$ cat src/rtl/lab2_stim_check.sv
// Self-running stimulus/check stage for the two-input Lab 2 gate network.
// Sweeps {in1,in2} through 00..11, samples out1 after a settle window and scores it.
//
// state | meaning
// IDLE  | waiting for start, outputs cleared by reset
// RUN   | sweeping vectors, counting settle cycles, comparing samples
// DONE  | results held until the next start or rst
module lab2_stim_check #(
  parameter int unsigned SETTLE    = 4,
  parameter int unsigned PASSES    = 1,
  parameter logic [3:0]  EXP_TABLE = 4'b1111
) (
  input  logic       clk,
  input  logic       rst,
  input  logic       start,
  input  logic       out1,
  output logic       in1,
  output logic       in2,
  output logic       busy,
  output logic       done,
  output logic       pass,
  output logic [7:0] err_count,
  output logic [3:0] fail_vec
);

  typedef enum logic [1:0] {IDLE, RUN, DONE} state_t;

  localparam logic [7:0] SETTLE_M1 = 8'(SETTLE - 1);
  localparam logic [7:0] PASSES_M1 = 8'(PASSES - 1);

  state_t     state;
  logic [7:0] cnt;
  logic [7:0] sweep;
  logic [1:0] vec;
  logic       out1_s;
  logic       mismatch;
  logic [7:0] err_next;

  // out1_s is captured one edge ahead of the compare, so the scored value is
  // out1 as it stood during cycle SETTLE-2 of the window.
  always_comb begin
    mismatch = (out1_s != EXP_TABLE[vec]);
    err_next = err_count;
    if (mismatch && (err_count != 8'hFF))
      err_next = err_count + 8'd1;
  end

  always_ff @(posedge clk) begin
    if (rst) begin
      state     <= IDLE;
      out1_s    <= 1'b0;
      cnt       <= 8'd0;
      sweep     <= 8'd0;
      vec       <= 2'd0;
      in1       <= 1'b0;
      in2       <= 1'b0;
      busy      <= 1'b0;
      done      <= 1'b0;
      pass      <= 1'b0;
      err_count <= 8'd0;
      fail_vec  <= 4'd0;
    end else begin
      out1_s <= out1;
      case (state)
        IDLE, DONE: begin
          if (start) begin
            err_count <= 8'd0;
            fail_vec  <= 4'd0;
            done      <= 1'b0;
            pass      <= 1'b0;
            vec       <= 2'd0;
            sweep     <= 8'd0;
            in1       <= 1'b0;
            in2       <= 1'b0;
            cnt       <= SETTLE_M1;
            busy      <= 1'b1;
            state     <= RUN;
          end
        end
        RUN: begin
          if (cnt != 8'd0) begin
            cnt <= cnt - 8'd1;
          end else begin
            err_count <= err_next;
            if (mismatch)
              fail_vec[vec] <= 1'b1;
            if (vec != 2'd3) begin
              vec        <= vec + 2'd1;
              {in1, in2} <= vec + 2'd1;
              cnt        <= SETTLE_M1;
            end else if (sweep != PASSES_M1) begin
              sweep      <= sweep + 8'd1;
              vec        <= 2'd0;
              {in1, in2} <= 2'b00;
              cnt        <= SETTLE_M1;
            end else begin
              state      <= DONE;
              busy       <= 1'b0;
              done       <= 1'b1;
              pass       <= (err_next == 8'd0);
              {in1, in2} <= 2'b00;
            end
          end
        end
        default: state <= IDLE;
      endcase
    end
  end

endmodule
$ cat config.mk
export PLATFORM = sky130hd
export DESIGN_NAME = lab2_stim_check
export DESIGN_NICKNAME = d
export VERILOG_FILES = /design/src/rtl/lab2_stim_check.sv
export SDC_FILE = /design/constraint.sdc
export NUM_CORES = 1
export LEC_CHECK = 0
export CELL_PAD_IN_SITES_DETAIL_PLACEMENT = 0
export CELL_PAD_IN_SITES_GLOBAL_PLACEMENT = 1
export CORE_MARGIN = 3
export CORE_UTILIZATION = 45
export CTS_CLUSTER_DIAMETER = 120
export DETAILED_ROUTE_END_ITERATION = 10
export PLACE_DENSITY_LB_ADDON = 0.12
export SLEW_MARGIN = 20
export SYNTH_ARGS = -nofsm -noshare
export SYNTH_HDL_FRONTEND = slang
export SYNTH_SLANG_ARGS = --single-unit
export TNS_END_PERCENT = 10
$ cat constraint.sdc
create_clock -name clk -period 5.9 [get_ports clk]
set_clock_uncertainty 0.1 [all_clocks]
set_input_delay 0.885 -clock clk [delete_from_list [all_inputs] [get_ports clk]]
set_output_delay 0.885 -clock clk [all_outputs]
set_load 0.02 [all_outputs]
# After elaboration in Yosys (flattened, before gate mapping)
# Cells that the tools add are included.
# Widths: inputs -> output; s select.
# word_totals
ff_bits,38
latch_bits,0
ramBits,0
mem_bits_ro,0
elab_cells,98
memories,0
# op_classes
add_sub_neg,4
mul,0
div_mod_pow,0
magnitude_cmp,2
eq_ne,13
shifts,0
mux,51
bitwise_logic,1
reduce_logical,15
# ops
op,count
$mux 8,10
$pmux 8 s2,3
$mux 1,17
$add 8x1->8 const B,2
$mux 2,8
$reduce_bool 8->1,2
$ne 2x2->1 const B,7
$mux 4,3
$reduce_and 4->1,3
$pmux 1 s2,5
$reduce_and 5->1,2
$logic_not 8->1,1
$ne 8x8->1 const B,1
$pmux 2 s2,2
$pmux 4 s2,1
$sub 8x1->8 const B,1
$reduce_and 3->1,2
$ne 4x4->1 const B,1
$or 4x4->4,1
$lt 2x3->1 const B,1
$ne 3x3->1 const B,1
$add 2x1->2 const B,1
$bmux 1 s2,1
$demux 1 s2,1
other kinds (8),9

# Depth between registers and ports, before layout
# Gate-level depths: netlist of run 1.
# depth
word_depth,10
ltp_mapped,8

# Worst setup path after synthesis of run 1
# Ideal clock, no wire load.
# synth_path
kind,input-to-reg
startpoint,in start
endpoint,reg sweep[6]
setup_time_ns,0.128
t_arrival_ns,2.006
required_time_ns,5.672
setup_slack_ns,3.667
path_stages,6
path_buffers,1
path_cell_list,nor2b_1 a31oi_1 buf_2 a2111oi_2 xnor2_1 nor2_1
# synth_between
elab_chain_cells,2
# synth_lines
item,line_no,rtl
"start, declared",15,"input logic start,"
$ne 2x2->1 (no source line),n/a,
$reduce_and 5->1 (no source line),n/a,
"end signal, assigned",92,sweep <= sweep + 8'd1;
"end, declared",33,logic [7:0] sweep;
# Every way passes these cells.
# A chain may end at the register's enable or synchronous reset.

# Worst setup path after layout of run 1
# layout_path
startpoint,in start
endpoint,reg pass
# layout_between
elab_chain_cells,2
# layout_lines
item,line_no,rtl
$ne 2x2->1 (no source line),n/a,
$reduce_and 5->1 (no source line),n/a,
"end signal, assigned",100,pass <= (err_next == 8'd0);
"end, declared",21,"output logic pass,"
# Every way passes these cells.

==> results of run 1 <==
## per-layer routing
metal / vias to the layer above / wire [um] / share of wire
li1: 904 / - / -
met1: 800 / 2200 / 0.51
met2: 24 / 1960 / 0.45
met3: 2 / 142 / 0.033
met4: 0 / 24 / 0.0055
met5: - / 0 / 0
## synthesized netlist by cell type, types with 2 or more instances
cell,n,area (um^2)
xnor2_1,6,52.6
a211oi_1,6,45.0
nor2_1,30,113
nor3b_1,2,15.0
nor2b_1,4,25.0
nand2b_1,4,25.0
nand4_1,2,12.5
nand3_1,10,50.1
nor4b_1,2,17.5
inv_1,10,37.5
a311oi_1,3,26.3
dfxtp_1,38,761
clkbuf_1,9,33.8
and3_1,3,18.8
o21ai_1,3,15.0
a21oi_1,22,110
a41oi_1,3,26.3
buf_6,2,22.5
and2_1,2,12.5
or3_2,2,15.0
nor3_1,4,20.0
mux2i_1,5,50.1
o31ai_1,2,15.0
a2111oi_2,2,30.0
a21o_1,2,15.0
nand2_1,13,48.8
ha_1,9,113
a31oi_1,4,25.0
o21ai_0,5,25.0
or3_1,5,31.3
## power by group through the flow
stage	logic (uW)	registers, uW	clock network (uW)
floorplan	76.3	286	0
global placement	103	286	0
detailed placement	102	286	0
CTS	103	280	188
global route	118	282	197
finish	104	280	183
## placed cells by master, fill, tap and decap left out, types with 2 or more instances in the layout
master and instances:
or3_2 2, buf_4 2, o21ai_0 5, o31ai_1 2, a41oi_1 3, a211oi_1 6
inv_1 10, mux2i_1 5, clkbuf_8 6, ha_1 9, a21o_1 2, clkdlybuf4s50_1 20
dfxtp_1 38, nor3_1 4, a31oi_1 3, nand2_1 13, nand3_1 10, nor3b_1 2
a21oi_1 22, nor4b_1 2, nor2b_1 4, a2111oi_2 2, xnor2_1 6, o21ai_1 3
nand2b_1 4, nor2_1 30, nand4_1 2, and3_1 3, or3_1 5, and2_1 2
a311oi_1 3
## worst max-delay path, stage by stage
cell and delay [ps]:
clkdlybuf4s50_1 440, nor2b_1 220, a31oi_2 550, nor2_1 210, or3b_2 480, o31ai_1 70
## metrics by stage
stage | power [uW] | instances | setup WS, ps | util
after CTS | 572 | 307 | 2830 | 0.559
after global routing | 598 | 307 | 2980 | 0.561
after detailed placement | 388 | 299 | 2540 | 0.537
final | 567 | 307 | 3150 | 0.561
after floorplan | 362 | 239 | 3670 | -
after global placement | 389 | 299 | 2600 | 0.537
## sequential cells by signal (all words and copies together), names as in the netlist
register,cells
state,2
vec,2
in1,1
cnt,8
pass,1
out1_s,1
err_count,8
in2,1
done,1
fail_vec,4
busy,1
sweep,8
## kinds of logic after synthesis
logic type | count (synthesis)
multiplexers | 7
adder cells (fa/ha/maj) | 9
flip-flops | 38
XOR/XNOR | 6
AO/OA/AOI/OAI | 63
buffers and inverters | 22
AND/OR/NAND/NOR | 94
## layout make-up
type	instances	area, um^2
Clock buffer	7	86.3
Multi-Input combinational cell	179	1170
Clock inverter	1	5.00
Inverter	10	37.5
Fill cell	391	1830
Timing Repair Buffer	22	215
Sequential cell	38	761
Tap cell	50	62.6
## path summary, 6_finish.rpt
path	cells after the start	to	startpoint
setup reg to reg	7	sweep[1]	cnt[1]
hold reg to reg	2	in2	in2
hold / removal	2	in2	in2
setup / recovery	6	pass	start
==> results.yml, run 1 <==
clocking:
  clk_pin_slew_worst_paths_ps: 80
  cts_tree: "built"
  numCtsBuffers: 5
  clockRootBuffer: "clkbuf_8"
  insertion_delay_ps: 280
  h-tree-depth: 2
  hold_buffers: 0
  cts_setup_buffers: 0
  clock-sinks: 38
  cts_resized: 0
  clock_tree.buffer_depth: 2
place:
  place_area_um2: 2240
  place.gp.congestion: 0.816
  port_buffers: 20
  dp_hpwl_um: 3150
floorplanning:
  die_x_um: 73.1
  io_pins: 21
  start_util: 0.485
  die_y_um: 73.1
  die_area_um2: 5340
  fp-row-count: 23
  core-area_um2: 4170
sta:
  finalSetupTns_ps: 0
  maxSlewViolCount: 0
  slew_headroom: 0.482
  hold_violations: 0
  holdWs_ps: 357
  rsz0062_at_grt: "no"
  max_freq_mhz: 364
  finalCritPeriodShare: 0.466
  setup_viol: 0
  fin_crit_ps: 2750
  tightest_slew_ps: 766
setup_path:
  cp-start-kind: "input pin"
  crit_required_ps: 6000
  cp-end-kind: "flop"
  crit_type: "in -> reg"
  worst-path-max-fanout: 12
  cp_data_arrival_time_ps: 2850
  rrSetupSlack_ps: 3450
pwr:
  ir_drop_mv: 0.236
  power_leakage_uw: 0.000805
  p_int_uw: 403
  power.density_nw_per_um2: 242
  seqPwrFrac: 0.495
  p_clk_frac: 0.322
  pwr-share-comb: 0.183
  p_sw_uw: 164
  switching_share: 0.289
routing:
  firstDrtPassIters: 4
  route.detailed.drc: 0
  postRouteAntennaNets: 0
  drt-wirelength-per-cell_um: 14.1
  via_count: 1730
  wl_um: 4330
  viasPerCell: 5.64
  first_iter_violations: 101
global_route:
  overflow: 0
  use_met1: 0.250
  grt_max_degree: 27
  busiest_layer: "met2"
  grtUsageMet3: 0.0372
  track_usage: 0.181
  grt_util_met2: 0.283
  grt_pass1_wl_um: 7710
  grt_pass1_vias: 1672
  antenna_found_initial: 0
synth:
  synthSimpleGateAreaFrac: 0.249
  ys_warn_count: 0
  ys_types: 55
  synth_edf_count: 0
  synth_compound_area_frac: 0.209
  netlist_area_um2: 2030
  synth_top_family_by_area: "simple AND/OR/NAND/NOR gates"
  synthArstFlopShare: 0
  seq_area_frac_synth: 0.376
  yosys.area_share.adder: 0.0556
  synth_xor_xnor_area_share: 0.0259
  syn-num-nets: 252
  synth_flop_cell: "dfxtp_1"
  ys_ff_latch: 38
  avgSynthCellArea_um2: 8.48
  synth_cells: 239
  synthMuxAreaShare: 0.0358
worst_hold_path:
  hold_path_class: "reg -> reg"
finish:
  area_growth_pct: 15.5
  drive_gt1_frac: 0.0856
  antennaDiodeCount: 0
  fin_area_um2: 2340
  nNetsFinal: 269
job:
  drv_cap: 0
outcome:
  status: "completed"
(Power assumes the default switching activity.)
==> run 2: changes to the inputs <==
--- a/config.mk
+++ b/config.mk
@@ -8,7 +8,7 @@
 export CELL_PAD_IN_SITES_DETAIL_PLACEMENT = 0
 export CELL_PAD_IN_SITES_GLOBAL_PLACEMENT = 1
 export CORE_MARGIN = 3
-export CORE_UTILIZATION = 45
+export CORE_UTILIZATION = 42
 export CTS_CLUSTER_DIAMETER = 120
 export DETAILED_ROUTE_END_ITERATION = 10
 export PLACE_DENSITY_LB_ADDON = 0.12
==> constraint.sdc (replaced) <==
create_clock -name clk -period 2.7 [get_ports clk]
set_clock_uncertainty 0.1 [all_clocks]
set_input_delay 0.405 -clock clk [delete_from_list [all_inputs] [get_ports clk]]
set_output_delay 0.405 -clock clk [all_outputs]
set_load 0.02 [all_outputs]
==> results.yml, run 2 (synthesis gave the netlist of run 1 again) <==
setup_path:
  cp-end-kind: "flop"
  cpMaxStageDelayCell: "dfxtp_1"
  slowest_delay_ps: 510
  worst-path-max-fanout: 11
  crit_type: "reg -> reg"
  cp_data_arrival_time_ps: 2530
  cp-start-kind: "flop"
  crit_required_ps: 2810
  cp_num_buf_inv: 0
  rrSetupSlack_ps: 280
  crit_path_cell_trace: "ha_1 -> a41oi_1 -> or2_2 -> a211o_1 -> o31ai_1"
  cpLargestDelayFamily: "compound AO/OA/AOI/OAI gates"
sta:
  setup_viol: 0
  slew_headroom: 0.435
  maxSlewViolCount: 0
  tightest_slew_ps: 837
  rsz0062_at_grt: "no"
  finalSetupTns_ps: 0
  hold_violations: 0
  finalCritPeriodShare: 0.895
  max_freq_mhz: 414
  fin_crit_ps: 2420
floorplanning:
  io_pins: 21
  core-area_um2: 4500
  start_util: 0.450
  fp-row-count: 24
  die_y_um: 75.5
  die_x_um: 75.5
  die_area_um2: 5690
clocking:
  clk_pin_slew_worst_paths_ps: 80
  clock_tree.buffer_depth: 2
  h-tree-depth: 2
  cts_tree: "built"
  numCtsBuffers: 5
  clockRootBuffer: "clkbuf_8"
  cts_resized: 0
  cts_setup_buffers: 0
  clock-sinks: 38
  hold_buffers: 0
  insertion_delay_ps: 290
routing:
  postRouteAntennaNets: 0
  drt-wirelength-per-cell_um: 14.7
  viasPerCell: 5.67
  via_count: 1809
  first_iter_violations: 67
  wl_um: 4680
  firstDrtPassIters: 4
  route.detailed.drc: 0
job:
  drv_cap: 0
global_route:
  grt_max_degree: 15
  grt_pass1_wl_um: 7690
  grt_pass1_vias: 1636
  overflow: 0
  antenna_found_initial: 0
  track_usage: 0.175
finish:
  drive_gt1_frac: 0.120
  nNetsFinal: 279
  area_growth_pct: 21.6
  antennaDiodeCount: 0
  final_common_cell: "dfxtp_1"
  fillCellCount: 446
  top_regs: "cnt: 8 flops, err_count: 8 flops, sweep: 8 flops"
  fin_area_um2: 2460
  mostFrequentLayoutCells: "38 x dfxtp_1, 30 x nor2_1, 22 x a21oi_1, 20 x clkdlybuf4s50_1, 13 x nand2_1"
  utilization: 0.547
place:
  place.gp.congestion: 0.779
  port_buffers: 20
  place_area_um2: 2320
  dp_hpwl_um: 3430
pwr:
  ir_drop_mv: 0.423
  power.density_nw_per_um2: 596
  power_leakage_uw: 0.000877
outcome:
  status: "completed"
worst_hold_path:
  hold_path_class: "reg -> reg"
-- run 2: area by class of cell --
type / instances / area (um^2) / share of cell area
clock buffer: 6 / 82.6 / 0.0335
clock inverter: 2 / 60.1 / 0.0244
inverter: 10 / 37.5 / 0.0152
multi-input combinational: 179 / 1170 / 0.474
sequential: 38 / 761 / 0.309
tap: 52 / 65.1 / 0.0264
timing repair buffer: 32 / 290 / 0.118
-- run 2: final timing paths --
| path | from | end | cells after the start |
|---|---|---|---|
| setup / recovery | err_count[0] | pass | 5 |
| hold / removal | in2 | in2 | 2 |
| setup reg to reg | err_count[0] | pass | 5 |
| hold reg to reg | in2 | in2 | 2 |
-- run 2: power by group --
part | switching [uW] | internal (uW) | leakage, uW
Combinational | 143 | 110 | 0.000497
Sequential | 28.1 | 584 | 0.000309
Clock | 207 | 394 | 0.0000714
Total | 378 | 1090 | 0.000877
-- run 2: routing by layer --
layer / vias to the layer above / GRT usage / wire, um
met5: - / 0 / 0
met1: 853 / 0.240 / 2370
met3: 2 / 0.0317 / 172
li1: 921 / - / -
met4: 0 / 0.0524 / 24
met2: 33 / 0.282 / 2120
-- run 2: metrics by stage --
| stage | hold slack, ps | total power (uW) | std cells | setup slack [ps] |
|---|---|---|---|---|
| after global routing | 382 | 1540 | 319 | 75.0 |
| after detailed placement | 350 | 878 | 311 | 308 |
| after floorplan | 376 | 791 | 239 | 548 |
| after CTS | 362 | 1480 | 319 | 291 |
| final | 361 | 1470 | 319 | 283 |
| after global placement | 344 | 877 | 311 | 339 |
-- run 2: worst min-delay path: cells and delay by family, from the launching register on --
kind             cells  cell delay (ps)
AO/OA/AOI/OAI        1               50
flip-flops           1              310
AND/OR/NAND/NOR      1               50
